[src/rtl/vga_scan_engine_if.sv]
// Pixel interface between the scan engine (reader) and the compositor.
// The scan engine publishes the address and read strobe; the compositor
// answers with the 12-bit colour word for that address.
interface vga_scan_engine_if;
    logic [11:0] d_in;      // {R[11:8], G[7:4], B[3:0]} from the compositor
    logic [8:0]  row_addr;  // current visible line
    logic [9:0]  col_addr;  // current visible column
    logic        rdn;       // active-low read strobe, 0 while address is visible

    // Scan engine side
    modport master (
        input  d_in,
        output row_addr,
        output col_addr,
        output rdn
    );

    // Compositor side
    modport slave (
        output d_in,
        input  row_addr,
        input  col_addr,
        input  rdn
    );
endinterface

[src/rtl/vga_scan_engine.sv]
// VGA scan-out engine: pixel-rate divider, h/v raster counters, an address
// stage presented to the compositor, and an output stage that registers
// sync and colour together so they leave the chip pixel-aligned.
module vga_scan_engine #(
    parameter int CLK_DIV   = 4,
    parameter int H_VISIBLE = 640,
    parameter int H_FP      = 16,
    parameter int H_SYNC    = 96,
    parameter int H_BP      = 48,
    parameter int V_VISIBLE = 480,
    parameter int V_FP      = 10,
    parameter int V_SYNC    = 2,
    parameter int V_BP      = 33
) (
    input  logic               clk,
    input  logic               rstn,
    vga_scan_engine_if.master  pix,
    output logic               pix_tick,
    output logic               frame_start,
    output logic               hs,
    output logic               vs,
    output logic [3:0]         r,
    output logic [3:0]         g,
    output logic [3:0]         b
);

    // Raster boundaries, all derived from the timing parameters.
    localparam int H_TOTAL = H_VISIBLE + H_FP + H_SYNC + H_BP;
    localparam int V_TOTAL = V_VISIBLE + V_FP + V_SYNC + V_BP;

    localparam logic [9:0] H_LAST   = 10'(H_TOTAL - 1);
    localparam logic [9:0] V_LAST   = 10'(V_TOTAL - 1);
    localparam logic [9:0] H_VIS    = 10'(H_VISIBLE);
    localparam logic [9:0] V_VIS    = 10'(V_VISIBLE);
    localparam logic [9:0] HS_FIRST = 10'(H_VISIBLE + H_FP);
    localparam logic [9:0] HS_LAST  = 10'(H_VISIBLE + H_FP + H_SYNC - 1);
    localparam logic [9:0] VS_FIRST = 10'(V_VISIBLE + V_FP);
    localparam logic [9:0] VS_LAST  = 10'(V_VISIBLE + V_FP + V_SYNC - 1);

    // Divider terminal value, and the value one clk before it: pix_tick is
    // registered, so it is scheduled on the clk preceding the terminal count.
    localparam logic [3:0] DIV_LAST = 4'(CLK_DIV - 1);
    localparam logic [3:0] DIV_PRE  = 4'(CLK_DIV - 2);

    logic [3:0] div_reg;
    logic       pix_tick_reg;
    logic       frame_start_reg;
    logic [9:0] h_cnt_reg;
    logic [9:0] v_cnt_reg;
    logic [9:0] col_addr_reg;
    logic [8:0] row_addr_reg;
    logic       rdn_reg;
    logic       hs_reg;
    logic       vs_reg;
    logic [3:0] r_reg;
    logic [3:0] g_reg;
    logic [3:0] b_reg;

    logic visible;
    logic h_last;
    logic v_last;
    logic in_hsync;
    logic in_vsync;
    logic tick_next;

    assign visible   = (h_cnt_reg < H_VIS) && (v_cnt_reg < V_VIS);
    assign h_last    = (h_cnt_reg == H_LAST);
    assign v_last    = (v_cnt_reg == V_LAST);
    assign in_hsync  = (h_cnt_reg >= HS_FIRST) && (h_cnt_reg <= HS_LAST);
    assign in_vsync  = (v_cnt_reg >= VS_FIRST) && (v_cnt_reg <= VS_LAST);
    assign tick_next = (div_reg == DIV_PRE);

    // Pixel-rate divider; pix_tick is high exactly while div_reg == DIV_LAST,
    // and frame_start marks the tick on which the raster wraps to (0,0).
    always_ff @(posedge clk) begin
        if (!rstn) begin
            div_reg         <= '0;
            pix_tick_reg    <= 1'b0;
            frame_start_reg <= 1'b0;
        end else begin
            div_reg         <= (div_reg == DIV_LAST) ? 4'd0 : div_reg + 4'd1;
            pix_tick_reg    <= tick_next;
            frame_start_reg <= tick_next && h_last && v_last;
        end
    end

    // Raster counters advance once per pixel period.
    always_ff @(posedge clk) begin
        if (!rstn) begin
            h_cnt_reg <= '0;
            v_cnt_reg <= '0;
        end else if (pix_tick_reg) begin
            if (h_last) begin
                h_cnt_reg <= '0;
                v_cnt_reg <= v_last ? 10'd0 : v_cnt_reg + 10'd1;
            end else begin
                h_cnt_reg <= h_cnt_reg + 10'd1;
            end
        end
    end

    // Address stage follows the counters by one clk, giving the compositor
    // the remaining CLK_DIV-1 clks of the pixel period to return data.
    always_ff @(posedge clk) begin
        if (!rstn) begin
            col_addr_reg <= '0;
            row_addr_reg <= '0;
            rdn_reg      <= 1'b1;
        end else begin
            col_addr_reg <= visible ? h_cnt_reg : 10'd0;
            row_addr_reg <= visible ? v_cnt_reg[8:0] : 9'd0;
            rdn_reg      <= ~visible;
        end
    end

    // Output stage: on the tick that ends a pixel period, the counters still
    // describe that pixel, so sync and colour are derived from the same state
    // and leave together. Blanked pixels force colour to zero.
    always_ff @(posedge clk) begin
        if (!rstn) begin
            hs_reg <= 1'b1;
            vs_reg <= 1'b1;
            r_reg  <= '0;
            g_reg  <= '0;
            b_reg  <= '0;
        end else if (pix_tick_reg) begin
            hs_reg <= ~in_hsync;
            vs_reg <= ~in_vsync;
            r_reg  <= visible ? pix.d_in[11:8] : 4'd0;
            g_reg  <= visible ? pix.d_in[7:4]  : 4'd0;
            b_reg  <= visible ? pix.d_in[3:0]  : 4'd0;
        end
    end

    assign pix.col_addr = col_addr_reg;
    assign pix.row_addr = row_addr_reg;
    assign pix.rdn      = rdn_reg;
    assign pix_tick     = pix_tick_reg;
    assign frame_start  = frame_start_reg;
    assign hs           = hs_reg;
    assign vs           = vs_reg;
    assign r            = r_reg;
    assign g            = g_reg;
    assign b            = b_reg;

endmodule
[src/flat_wrapper.sv]
// flat-port wrapper written by rule: the top's interface ports become plain ports
module vga_scan_engine_flat 
#(
    parameter int CLK_DIV   = 4,
    parameter int H_VISIBLE = 640,
    parameter int H_FP      = 16,
    parameter int H_SYNC    = 96,
    parameter int H_BP      = 48,
    parameter int V_VISIBLE = 480,
    parameter int V_FP      = 10,
    parameter int V_SYNC    = 2,
    parameter int V_BP      = 33
)
  (clk, rstn, pix_tick, frame_start, hs, vs, r, g, b, pix_d_in, pix_row_addr, pix_col_addr, pix_rdn);
  vga_scan_engine_if pix_i ();
  input  logic clk;
  input  logic rstn;
  output logic pix_tick;
  output logic frame_start;
  output logic hs;
  output logic vs;
  output logic [3:0] r;
  output logic [3:0] g;
  output logic [3:0] b;
  input wire logic [$bits(pix_i.d_in)-1:0] pix_d_in;
  output wire logic [$bits(pix_i.row_addr)-1:0] pix_row_addr;
  output wire logic [$bits(pix_i.col_addr)-1:0] pix_col_addr;
  output wire logic [$bits(pix_i.rdn)-1:0] pix_rdn;
  assign pix_i.d_in = pix_d_in;
  assign pix_row_addr = pix_i.row_addr;
  assign pix_col_addr = pix_i.col_addr;
  assign pix_rdn = pix_i.rdn;
  vga_scan_engine #(.CLK_DIV(CLK_DIV), .H_VISIBLE(H_VISIBLE), .H_FP(H_FP), .H_SYNC(H_SYNC), .H_BP(H_BP), .V_VISIBLE(V_VISIBLE), .V_FP(V_FP), .V_SYNC(V_SYNC), .V_BP(V_BP)) u_core (.clk(clk), .rstn(rstn), .pix(pix_i), .pix_tick(pix_tick), .frame_start(frame_start), .hs(hs), .vs(vs), .r(r), .g(g), .b(b));
endmodule
[config.mk]
export PLATFORM = sky130hd
export DESIGN_NAME = vga_scan_engine_flat
export DESIGN_NICKNAME = d
export VERILOG_FILES = /design/src/rtl/vga_scan_engine_if.sv /design/src/rtl/vga_scan_engine.sv /design/src/flat_wrapper.sv
export SDC_FILE = /design/constraint.sdc
export NUM_CORES = 1
export LEC_CHECK = 0
export ABC_AREA = 1
export BUFFER_PORTS_ARGS = -buffer_cell sky130_fd_sc_hd__buf_2
export CORE_MARGIN = 2
export CORE_UTILIZATION = 25
export CTS_CLUSTER_DIAMETER = 150
export DETAILED_ROUTE_END_ITERATION = 10
export GPL_TIMING_DRIVEN = 1
export PLACE_DENSITY_LB_ADDON = 0.3
export SETUP_SLACK_MARGIN = 0.2
export SLEW_MARGIN = 10
export SYNTH_ARGS = -nofsm -noshare
export SYNTH_HDL_FRONTEND = slang
export SYNTH_SLANG_ARGS = --single-unit
[constraint.sdc]
create_clock -name clk -period 1.4 [get_ports clk]
set_clock_uncertainty 0.1 [all_clocks]
set_input_delay 0.21 -clock clk [delete_from_list [all_inputs] [get_ports clk]]
set_output_delay 0.21 -clock clk [all_outputs]
set_load 0.005 [all_outputs]
==> out/qor.csv <==
metric,value,unit
status,"finished, violations left",
violations,setup timing,
antenna_cells,0,
synth_top_area_share,49.2,%
grt_pass1_wl,9980,um
path_clk_slew,0.07,ns
fin_util,39.0,%
fillers,1031,
ys_warn_count,0,
drive_gt1_share,42.1,%
critPathKind,reg -> reg,
ant_nets,0,
ys_types,26,
dp_hpwl,4400,um
viasPerCell,4.21,
fin_ws,-0.0420,ns
syn_area,2440,um2
clock-sinks,60,
numCtsBuffers,9,
grt_max_degree,17,
max_cap_viol_count,0,
seq_area_frac_synth,49.2,%
finalSetupTns,-0.234,ns
worstMarginPinSlew,0.271,ns
crit_slowest_cell,dfxtp_4,
required,1.59,ns
die_w,103,um
rsz0062_at_grt,true,
arrival,1.63,ns
post_drt_wl_per_cell,11.7,um
critical-path-top-delay-family,simple AND/OR/NAND/NOR gates,
core,9640,um2
design_area,3760,um2
initial_utilization,25.4,%
dieArea,10600,um2
row_count,36,
overflow,0,
path_buf_inv,2,
layout.nets,444,
ir_drop,0.000584,V
avgSynthCellArea,7.50,um2
clockBufferDepth,2,
syn_nets,347,
power.density,1040,nW/um2
reg2reg_slack,-0.04,ns
synth.area.top_cells,"dfxtp_1 49%, nand2_1 11%, nor2_1 9.7%",
ys_ff_latch,60,
p_leak,1.68,nW
max_freq,0.693,GHz
gp_congestion,0.839,
final-seq-area,1230,um2
pin_count,50,
yosysTopAreaCell,dfxtp_1,
drt_pass1_iterations,4,
cts_htree_levels,3,
final_common_cell,nand2_1,
slew_violations,0,
syn_inst,326,
syn_to_final_growth,53.9,%
relSlewSlack,81.9,%
grt_usage,12.4,%
wl,6590,um
io_buffers,49,
grt_antenna_before_repair,0,
multi_input_comb_area,1320,um2
crit_chain,"ha_4, nand2_4, nor2_4, nand2_4, nor2_4, buf_12, nand3_2, nand2_2, inv_1, nor2_2",
worstPathMaxFanout,7,
finalCritPeriodShare,103,%
startpoint_type,flop,
cts_root_buffer,clkbuf_8,
layout_common_cells,"56 x nand2_1, 50 x nor2_1, 49 x buf_2, 48 x dfxtp_1, 35 x buf_4",
critPathCaptureType,flop,
dieHeight,103,um
vias,2363,
slowest_delay,0.37,ns
place_area,3120,um2
drt_iter0_markers,61,
min_path_type,in -> reg,
setup-violations-final,9,
grt_pass1_vias,2193,
clk_latency,0.35,ns
fin_crit,1.44,ns
hold_viol_final,0,
tritoncts,yes,
drcViolationCount,0,
==> metal layers <==
| layer | global-route usage, % | share of wire, % | vias up | routed length, um |
|---|---|---|---|---|
| li1 | - | - | 1220 | - |
| met1 | 15.0 | 45 | 1076 | 2980 |
| met2 | 20.5 | 49 | 57 | 3210 |
| met3 | 4.27 | 4.5 | 10 | 295 |
| met4 | 4.66 | 1.5 | 0 | 100 |
| met5 | 0 | 0 | - | 0 |
==> worst reg2reg max path, stage by stage, from the launching register on <==
cell,delay [ns]
dfxtp_4,0.37
ha_4,0.16
nand2_4,0.05
nor2_4,0.11
nand2_4,0.07
nor2_4,0.14
buf_12,0.15
nand3_2,0.08
nand2_2,0.07
inv_1,0.04
nor2_2,0.06
==> cell type report <==
class	count	share of cell area, %
well taps	133	4.42
repair buffers	95	17.9
flip-flops and latches	60	32.6
clock inverters	6	2.96
inverters	35	3.63
multi-input cells	222	35.1
clock buffers	10	3.39
==> report_power, final <==
group | switching (mW) | internal [mW] | total, mW
Sequential | 0.0275 | 1.74 | 1.77
Combinational | 0.134 | 0.112 | 0.246
Clock | 0.710 | 1.19 | 1.90
==> through the flow <==
stage	hold WS (ns)	power, mW	setup slack [ns]	instances
detailed placement	0.356	2.02	-0.0416	532
CTS	0.00190	3.95	-0.0451	554
finish	0.00730	3.91	-0.0420	561
global placement	0.353	2.02	-0.0292	532
global route	0.000379	4.07	-0.139	561
floorplan	0.270	1.92	0.0252	326
==> cells by family after synthesis <==
| group | share of synthesized area [%] |
|---|---|
| flip-flops | 49.2 |
| buffers and inverters | 7.27 |
| AND/OR/NAND/NOR | 32.8 |
| adder cells (fa/ha/maj) | 3.58 |
| AO/OA/AOI/OAI | 5.43 |
| XOR/XNOR | 1.79 |
==> what timing repair did <==
| action | in CTS | in global routing |
|---|---|---|
| hold buffers | 1 | 0 |
| setup buffers | 4 | 5 |
| gates resized for setup | 29 | 62 |
| endpoints found under the hold margin | 1 | 0 |
| pin swaps | 4 | 18 |
| gates cloned | 1 | 2 |
| endpoints found under the setup margin | 59 | 60 |
==> cells in the mapped netlist <==
cell type	n
xnor2_1	1
nor2_1	63
nand3_2	2
nand2_1	70
nor3_1	7
nor2_4	2
nand3_1	27
nor2_2	1
buf_6	1
nand2_2	2
nor3b_1	1
o21ai_0	17
dfxtp_1	60
or2_2	2
nand3b_1	1
ha_1	7
nand2_4	1
buf_2	4
clkbuf_1	3
a211oi_1	1
xor2_1	4
a21oi_1	8
buf_1	1
inv_1	34
nand4_1	5
clkinv_1	1
==> path summary, 6_finish.rpt <==
path,from,endpoint,cells past startpoint
max,u_core.h_cnt_reg[0]$_SDFFE_PN0P_,u_core.v_cnt_reg[6]$_SDFFE_PN0P_,10
min,pix_d_in[4],u_core.g[0]$_SDFFE_PN0P_,3
max reg2reg,u_core.h_cnt_reg[0]$_SDFFE_PN0P_,u_core.v_cnt_reg[6]$_SDFFE_PN0P_,10
min reg2reg,u_core.div_reg[0]$_SDFF_PP0_,u_core.div_reg[0]$_SDFF_PP0_,1
(Power assumes the default switching activity.)
